===== src/rtl/mips_pkg.sv =====
// Shared constants and types for the MIPS front end.
// Optional feature macro used by the fetch unit: FETCH_ALIGN_CHECK_EN
package mips_pkg;

  localparam logic [31:0] RESET_PC  = 32'h0040_0000;  // text segment base
  localparam logic [31:0] NOP_INSTR = 32'h0000_0000;  // sll $0,$0,0

  // ST_ERROR is only reachable when the alignment check is built in
  typedef enum logic [1:0] {
    ST_FETCH = 2'd0,
    ST_HOLD  = 2'd1,
    ST_DRAIN = 2'd2,
    ST_ERROR = 2'd3
  } fetch_state_t;

  // Word-align an address by clearing the byte offset
  function automatic logic [31:0] word_align(input logic [31:0] a);
    return {a[31:2], 2'b00};
  endfunction

endpackage


===== src/rtl/if_hold_buffer.sv =====
// Capture register for the fetched word while the hazard unit stalls IF/ID.
// load wins over clear; an empty buffer reads back CLR_VAL.
module if_hold_buffer
  import mips_pkg::*;
#(
  parameter int            W       = 32,
  parameter logic [W-1:0]  CLR_VAL = NOP_INSTR
) (
  input  logic         clk,
  input  logic         reset,
  input  logic         load,
  input  logic         clear,
  input  logic [W-1:0] din,
  output logic [W-1:0] dout,
  output logic         vld
);

  // Capture on load, return to empty on clear or reset
  always_ff @(posedge clk) begin
    if (reset) begin
      dout <= CLR_VAL;
      vld  <= 1'b0;
    end else if (load) begin
      dout <= din;
      vld  <= 1'b1;
    end else if (clear) begin
      dout <= CLR_VAL;
      vld  <= 1'b0;
    end
  end

endmodule


===== src/rtl/if_fetch_unit.sv =====
// Instruction-fetch stage: owns the PC, talks to a ready-based imem, holds the
// fetched word across stalls, applies redirects and drives IF/ID valid/flush.
// Optional macro FETCH_ALIGN_CHECK_EN: misaligned redirect targets raise a sticky
// misalign_o and park the unit in ST_ERROR until an aligned redirect or reset.
// Without it, redirect targets are silently word-aligned.
module if_fetch_unit
  import mips_pkg::*;
#(
  parameter logic [31:0] RESET_PC  = mips_pkg::RESET_PC,
  parameter logic [31:0] NOP_INSTR = mips_pkg::NOP_INSTR
) (
  input  logic        clk,
  input  logic        reset,
  input  logic        stall_i,
  input  logic        redirect_i,
  input  logic [31:0] redirect_pc_i,
  output logic        imem_req_o,
  output logic [31:0] imem_addr_o,
  input  logic        imem_ready_i,
  input  logic [31:0] imem_rdata_i,
  output logic        if_valid_o,
  output logic [31:0] if_pc4_o,
  output logic [31:0] if_instr_o,
  output logic        flush_o,
  output logic        misalign_o
);

  fetch_state_t state, state_nxt;
  logic [31:0]  pc, pc_nxt, pc_inc;
  logic [31:0]  pending_pc, pending_nxt;
  logic [31:0]  tgt;
  logic         tgt_bad;
  logic         req, valid, flush;
  logic [31:0]  instr;
  logic         hb_load, hb_clear, hb_vld;
  logic [31:0]  hb_data;

  assign pc_inc = pc + 32'd4;  // wraps modulo 2^32

`ifdef FETCH_ALIGN_CHECK_EN
  logic misalign_q, misalign_nxt;
  assign tgt     = redirect_pc_i;
  assign tgt_bad = |redirect_pc_i[1:0];
`else
  assign tgt     = word_align(redirect_pc_i);
  assign tgt_bad = 1'b0;
`endif

  if_hold_buffer #(.W(32), .CLR_VAL(NOP_INSTR)) u_hold (
    .clk   (clk),
    .reset (reset),
    .load  (hb_load),
    .clear (hb_clear),
    .din   (imem_rdata_i),
    .dout  (hb_data),
    .vld   (hb_vld)
  );

  // Next-state, next-PC and IF/ID controls; redirect overrides everything else
  always_comb begin
    state_nxt   = state;
    pc_nxt      = pc;
    pending_nxt = pending_pc;
    req         = 1'b0;
    valid       = 1'b0;
    flush       = 1'b0;
    instr       = imem_rdata_i;
    hb_load     = 1'b0;
    hb_clear    = 1'b0;
`ifdef FETCH_ALIGN_CHECK_EN
    misalign_nxt = misalign_q;
`endif

    case (state)
      ST_FETCH: begin
        req   = 1'b1;
        valid = imem_ready_i;
        if (imem_ready_i && !stall_i) begin
          pc_nxt = pc_inc;
        end else if (imem_ready_i && stall_i) begin
          hb_load   = 1'b1;
          state_nxt = ST_HOLD;
        end
      end
      ST_HOLD: begin
        valid = hb_vld;
        instr = hb_data;
        if (!stall_i) begin
          pc_nxt    = pc_inc;
          hb_clear  = 1'b1;
          state_nxt = ST_FETCH;
        end
      end
      ST_DRAIN: begin
        // Old request still in flight: keep address, discard the returned word
        req = 1'b1;
        if (imem_ready_i) begin
          pc_nxt    = pending_pc;
          state_nxt = ST_FETCH;
        end
      end
`ifdef FETCH_ALIGN_CHECK_EN
      ST_ERROR: ;
`endif
      default: state_nxt = ST_FETCH;
    endcase

    if (redirect_i) begin
      flush    = 1'b1;
      valid    = 1'b0;
      hb_load  = 1'b0;
      hb_clear = 1'b1;
      if (tgt_bad) begin
`ifdef FETCH_ALIGN_CHECK_EN
        misalign_nxt = 1'b1;
        state_nxt    = ST_ERROR;
`endif
      end else begin
`ifdef FETCH_ALIGN_CHECK_EN
        misalign_nxt = 1'b0;
`endif
        // An unfinished request must complete at its original address first
        if (req && !imem_ready_i) begin
          pending_nxt = tgt;
          state_nxt   = ST_DRAIN;
        end else begin
          pc_nxt    = tgt;
          state_nxt = ST_FETCH;
        end
      end
    end
  end

  // State, PC and redirect-pending registers
  always_ff @(posedge clk) begin
    if (reset) begin
      state      <= ST_FETCH;
      pc         <= RESET_PC;
      pending_pc <= 32'h0;
    end else begin
      state      <= state_nxt;
      pc         <= pc_nxt;
      pending_pc <= pending_nxt;
    end
  end

`ifdef FETCH_ALIGN_CHECK_EN
  // Sticky misalignment flag, cleared by reset or an aligned redirect
  always_ff @(posedge clk) begin
    if (reset) misalign_q <= 1'b0;
    else       misalign_q <= misalign_nxt;
  end
  assign misalign_o = misalign_q & ~reset;
`else
  assign misalign_o = 1'b0;
`endif

  // Reset cycle presents an idle interface regardless of stale state
  assign imem_req_o  = req & ~reset;
  assign imem_addr_o = pc;
  assign if_valid_o  = valid & ~reset;
  assign flush_o     = flush & ~reset;
  assign if_pc4_o    = pc_inc;
  assign if_instr_o  = if_valid_o ? instr : NOP_INSTR;

endmodule


===== config.mk =====
export PLATFORM = sky130hd
export DESIGN_NAME = if_fetch_unit
export DESIGN_NICKNAME = d
export VERILOG_FILES = /design/src/rtl/mips_pkg.sv /design/src/rtl/if_hold_buffer.sv /design/src/rtl/if_fetch_unit.sv
export SDC_FILE = /design/constraint.sdc
export NUM_CORES = 1
export LEC_CHECK = 0
export CORE_ASPECT_RATIO = 0.5
export CORE_MARGIN = 8
export CORE_UTILIZATION = 51
export DETAILED_ROUTE_END_ITERATION = 8
export HOLD_SLACK_MARGIN = 0.12
export PLACE_DENSITY_LB_ADDON = 0.25
export SYNTH_ARGS = -nofsm -noshare
export SYNTH_HDL_FRONTEND = slang
export SYNTH_SLANG_ARGS = --single-unit

===== constraint.sdc =====
create_clock -name clk -period 6.15 [get_ports clk]
set_input_delay 0.9225 -clock clk [delete_from_list [all_inputs] [get_ports clk]]
set_output_delay 0.9225 -clock clk [all_outputs]
set_load 0.02 [all_outputs]

==> metrics.cfg <==
[pwr]
p_leak_nw = 2.653
ir_drop_v = 0.0001205
p_per_area_nw_per_um2 = 216.5
total_power_mw = 1.601

[global_route]
grt_pass1_wl_mm = 29.96
gr-total-overflow = 0
first_global_vias = 5816
grt_max_degree = 71
groute.usage.overall = 0.2529
antenna_found_initial = 0

[clock_tree]
clkTransAtPathRegs_ns = 0.07
htree_levels = 3
cts_resized = 0
cts_tree = yes
root_buffer = clkbuf_16
cts.path.max_buffers = 2
cts_inserted_buffers = 9
hold_buffers = 0
cts.sinks = 97
insertion_delay_ns = 0.34
postCtsSetupRepairBufs = 0

[placed_design]
dp.final_hpwl_mm = 12.93
port_buffers = 165
dpl_cell_area_um2 = 7099
place.gp.congestion = 0.8843

[timing]
fin_skew_ns = 0.008100
drv_slew = 0
setup_viol = 0
fmax_mhz = 211.7
grt_setup_unrepaired = no
final.period_utilization = 0.7682
finalSetupTns_ns = 0
slew-limit-headroom = 0.1160
finalHoldViolations = 0
min_period_ns = 4.724
fin_hold_ws_ns = 0.4568
tightest_slew_ns = 1.323

[yosys]
synthArstFlopShare = 0
ys_ff_latch = 97
syn_avg_cell_area_um2 = 7.097
yosysWarnings = 0
netlist_top_cells_area = dfxtp_1 35%, nand2_1 11%, a21oi_1 9.7%
synth_flop_cell = dfxtp_1
synth_top_cell_area_share = 0.3535
yosys.area.top_type = dfxtp_1
synth.distinct_cells = 54
yosysSeqAreaShare = 0.3535
synthTopCellsByCount = 161 x nand2_1, 107 x a21oi_1, 97 x dfxtp_1, 70 x nor2_1, 64 x clkbuf_1
yosysMostFrequentCell = nand2_1
synth_edf_count = 0
synth_area_um2 = 5493
syn_nets = 844
syn_inst = 774

[outcome]
status = finished clean

[cells_and_area]
final_area_um2 = 7395
num-fill-cells = 855
nets = 956
area_growth_pct = 34.62
final_core_util = 0.7148
final_layout_size_suffix_gt1_frac = 0.04607
antenna_cells = 0
multi_input_area_um2 = 3227
regArea_um2 = 1942

[worst_setup_path]
regToRegSetupSlack_ns = 3.12
cpPeakStageDelay_ns = 1.03
crit_path_end_kind = primary output
cpMaxStageDelayCell = nand2_1
worstSetupPathType = flip-flop to primary output
crit_arrival_ns = 3.80
cp_data_required_time_ns = 5.23
crit_chain = inv_1 > nand2_1 > nand2_1 > a21oi_1 > clkdlybuf4s50_1
cpMostUsedCell = nand2_1
critPathLaunchType = flip-flop
cp_max_fo = 34

[routing]
via_per_inst = 6.084
drt_iter0_markers = 804
ant_nets = 0
vias = 6267
post_drt_wl_per_cell_um = 18.51
drc_errors = 0
routed_wl_mm = 19.06
drtPass1Iterations = 6

[floorplan]
core_area_um2 = 10340
die_area_um2 = 14550
die_h_um = 89.39
ioPinCount = 169
rows = 26
initial_core_util = 0.5310
die_x_um = 162.8

[job]
maxCapViolations = 0

[worst_hold_path]
hp-class = flip-flop to flip-flop

==> area by class of cell <==
| cell class | count | area share |
|---|---|---|
| clock buffer | 10 | 0.03232 |
| clock inverter | 5 | 0.007614 |
| inverter | 7 | 0.003553 |
| multi-input combinational | 595 | 0.4364 |
| sequential | 97 | 0.2626 |
| tap | 140 | 0.02369 |
| timing repair buffer | 176 | 0.2338 |
==> layout by cell type, fill, tap and decap left out, types with 5 or more instances in the layout <==
| master | synthesis | routed |
|---|---|---|
| o21ai_0 | 42 | 41 |
| a21oi_1 | 107 | 106 |
| nor2b_1 | 8 | 7 |
| nand4_1 | 7 | 7 |
| nor2_1 | 70 | 70 |
| and3_1 | 6 | 6 |
| buf_4 | 3 | 11 |
| and2_1 | 6 | 6 |
| nor3_1 | 9 | 9 |
| clkdlybuf4s50_1 | 0 | 164 |
| inv_1 | 7 | 7 |
| nand2b_1 | 5 | 5 |
| dfxtp_1 | 97 | 97 |
| nor4_1 | 13 | 13 |
| clkbuf_16 | 0 | 9 |
| a221o_1 | 7 | 7 |
| xor2_1 | 17 | 17 |
| a221oi_1 | 7 | 7 |
| xnor2_1 | 12 | 12 |
| a31oi_1 | 7 | 7 |
| a22oi_1 | 34 | 34 |
| nand2_1 | 161 | 161 |
| nand3_1 | 18 | 18 |
==> per-stage QoR <==
| stage | std cells | setup WS [ns] |
|---|---|---|
| floorplan | 774 | 2.879 |
| global placement | 1015 | 1.507 |
| detailed placement | 1015 | 1.491 |
| CTS | 1030 | 1.466 |
| global route | 1030 | 1.282 |
| finish | 1030 | 1.426 |
==> registers in the layout, summed over array words and instances (netlist names) <==
register	cells
u_hold.vld	1
u_hold.dout	32
state	2
pending_pc	30
imem_addr_o	32
==> report_power, final <==
group / switching, mW / total, mW / internal [mW]
logic: 0.184 / 0.338 / 0.154
registers: 0.0407 / 0.698 / 0.657
clock network: 0.242 / 0.565 / 0.324
==> metal layers <==
| layer | global-route usage | share of wire | vias to the layer above |
|---|---|---|---|
| li1 | - | - | 2928 |
| met4 | 0.05950 | 0.013 | 0 |
| met1 | 0.3238 | 0.41 | 2925 |
| met2 | 0.4067 | 0.45 | 377 |
| met3 | 0.08502 | 0.13 | 37 |
| met5 | 0 | 0 | - |
==> cells by family after synthesis <==
kind of cell	share of synthesized area
AO/OA/AOI/OAI	0.2576
flip-flops	0.3535
AND/OR/NAND/NOR	0.2699
multiplexers	0.009567
buffers and inverters	0.06014
adder cells (fa/ha/maj)	0.002278
XOR/XNOR	0.04624
other	0.0006827
==> worst max-delay path, delay by kind of cell, from the launching register on <==
family	cells	cell delay, ns
AND/OR/NAND/NOR	2	1.19
flip-flops	1	0.86
AO/OA/AOI/OAI	1	0.21
buffers and inverters	2	1.18
==> path summary, 6_finish.rpt <==
path,from,endpoint,depth (start not counted)
worst max-delay path,state[1],if_instr_o[19],5
worst min-delay path,pending_pc[20],pending_pc[20],2
worst max register to register,state[1],imem_addr_o[4],5
worst min register to register,pending_pc[20],pending_pc[20],2
Power figures use the tool's default switching activity.
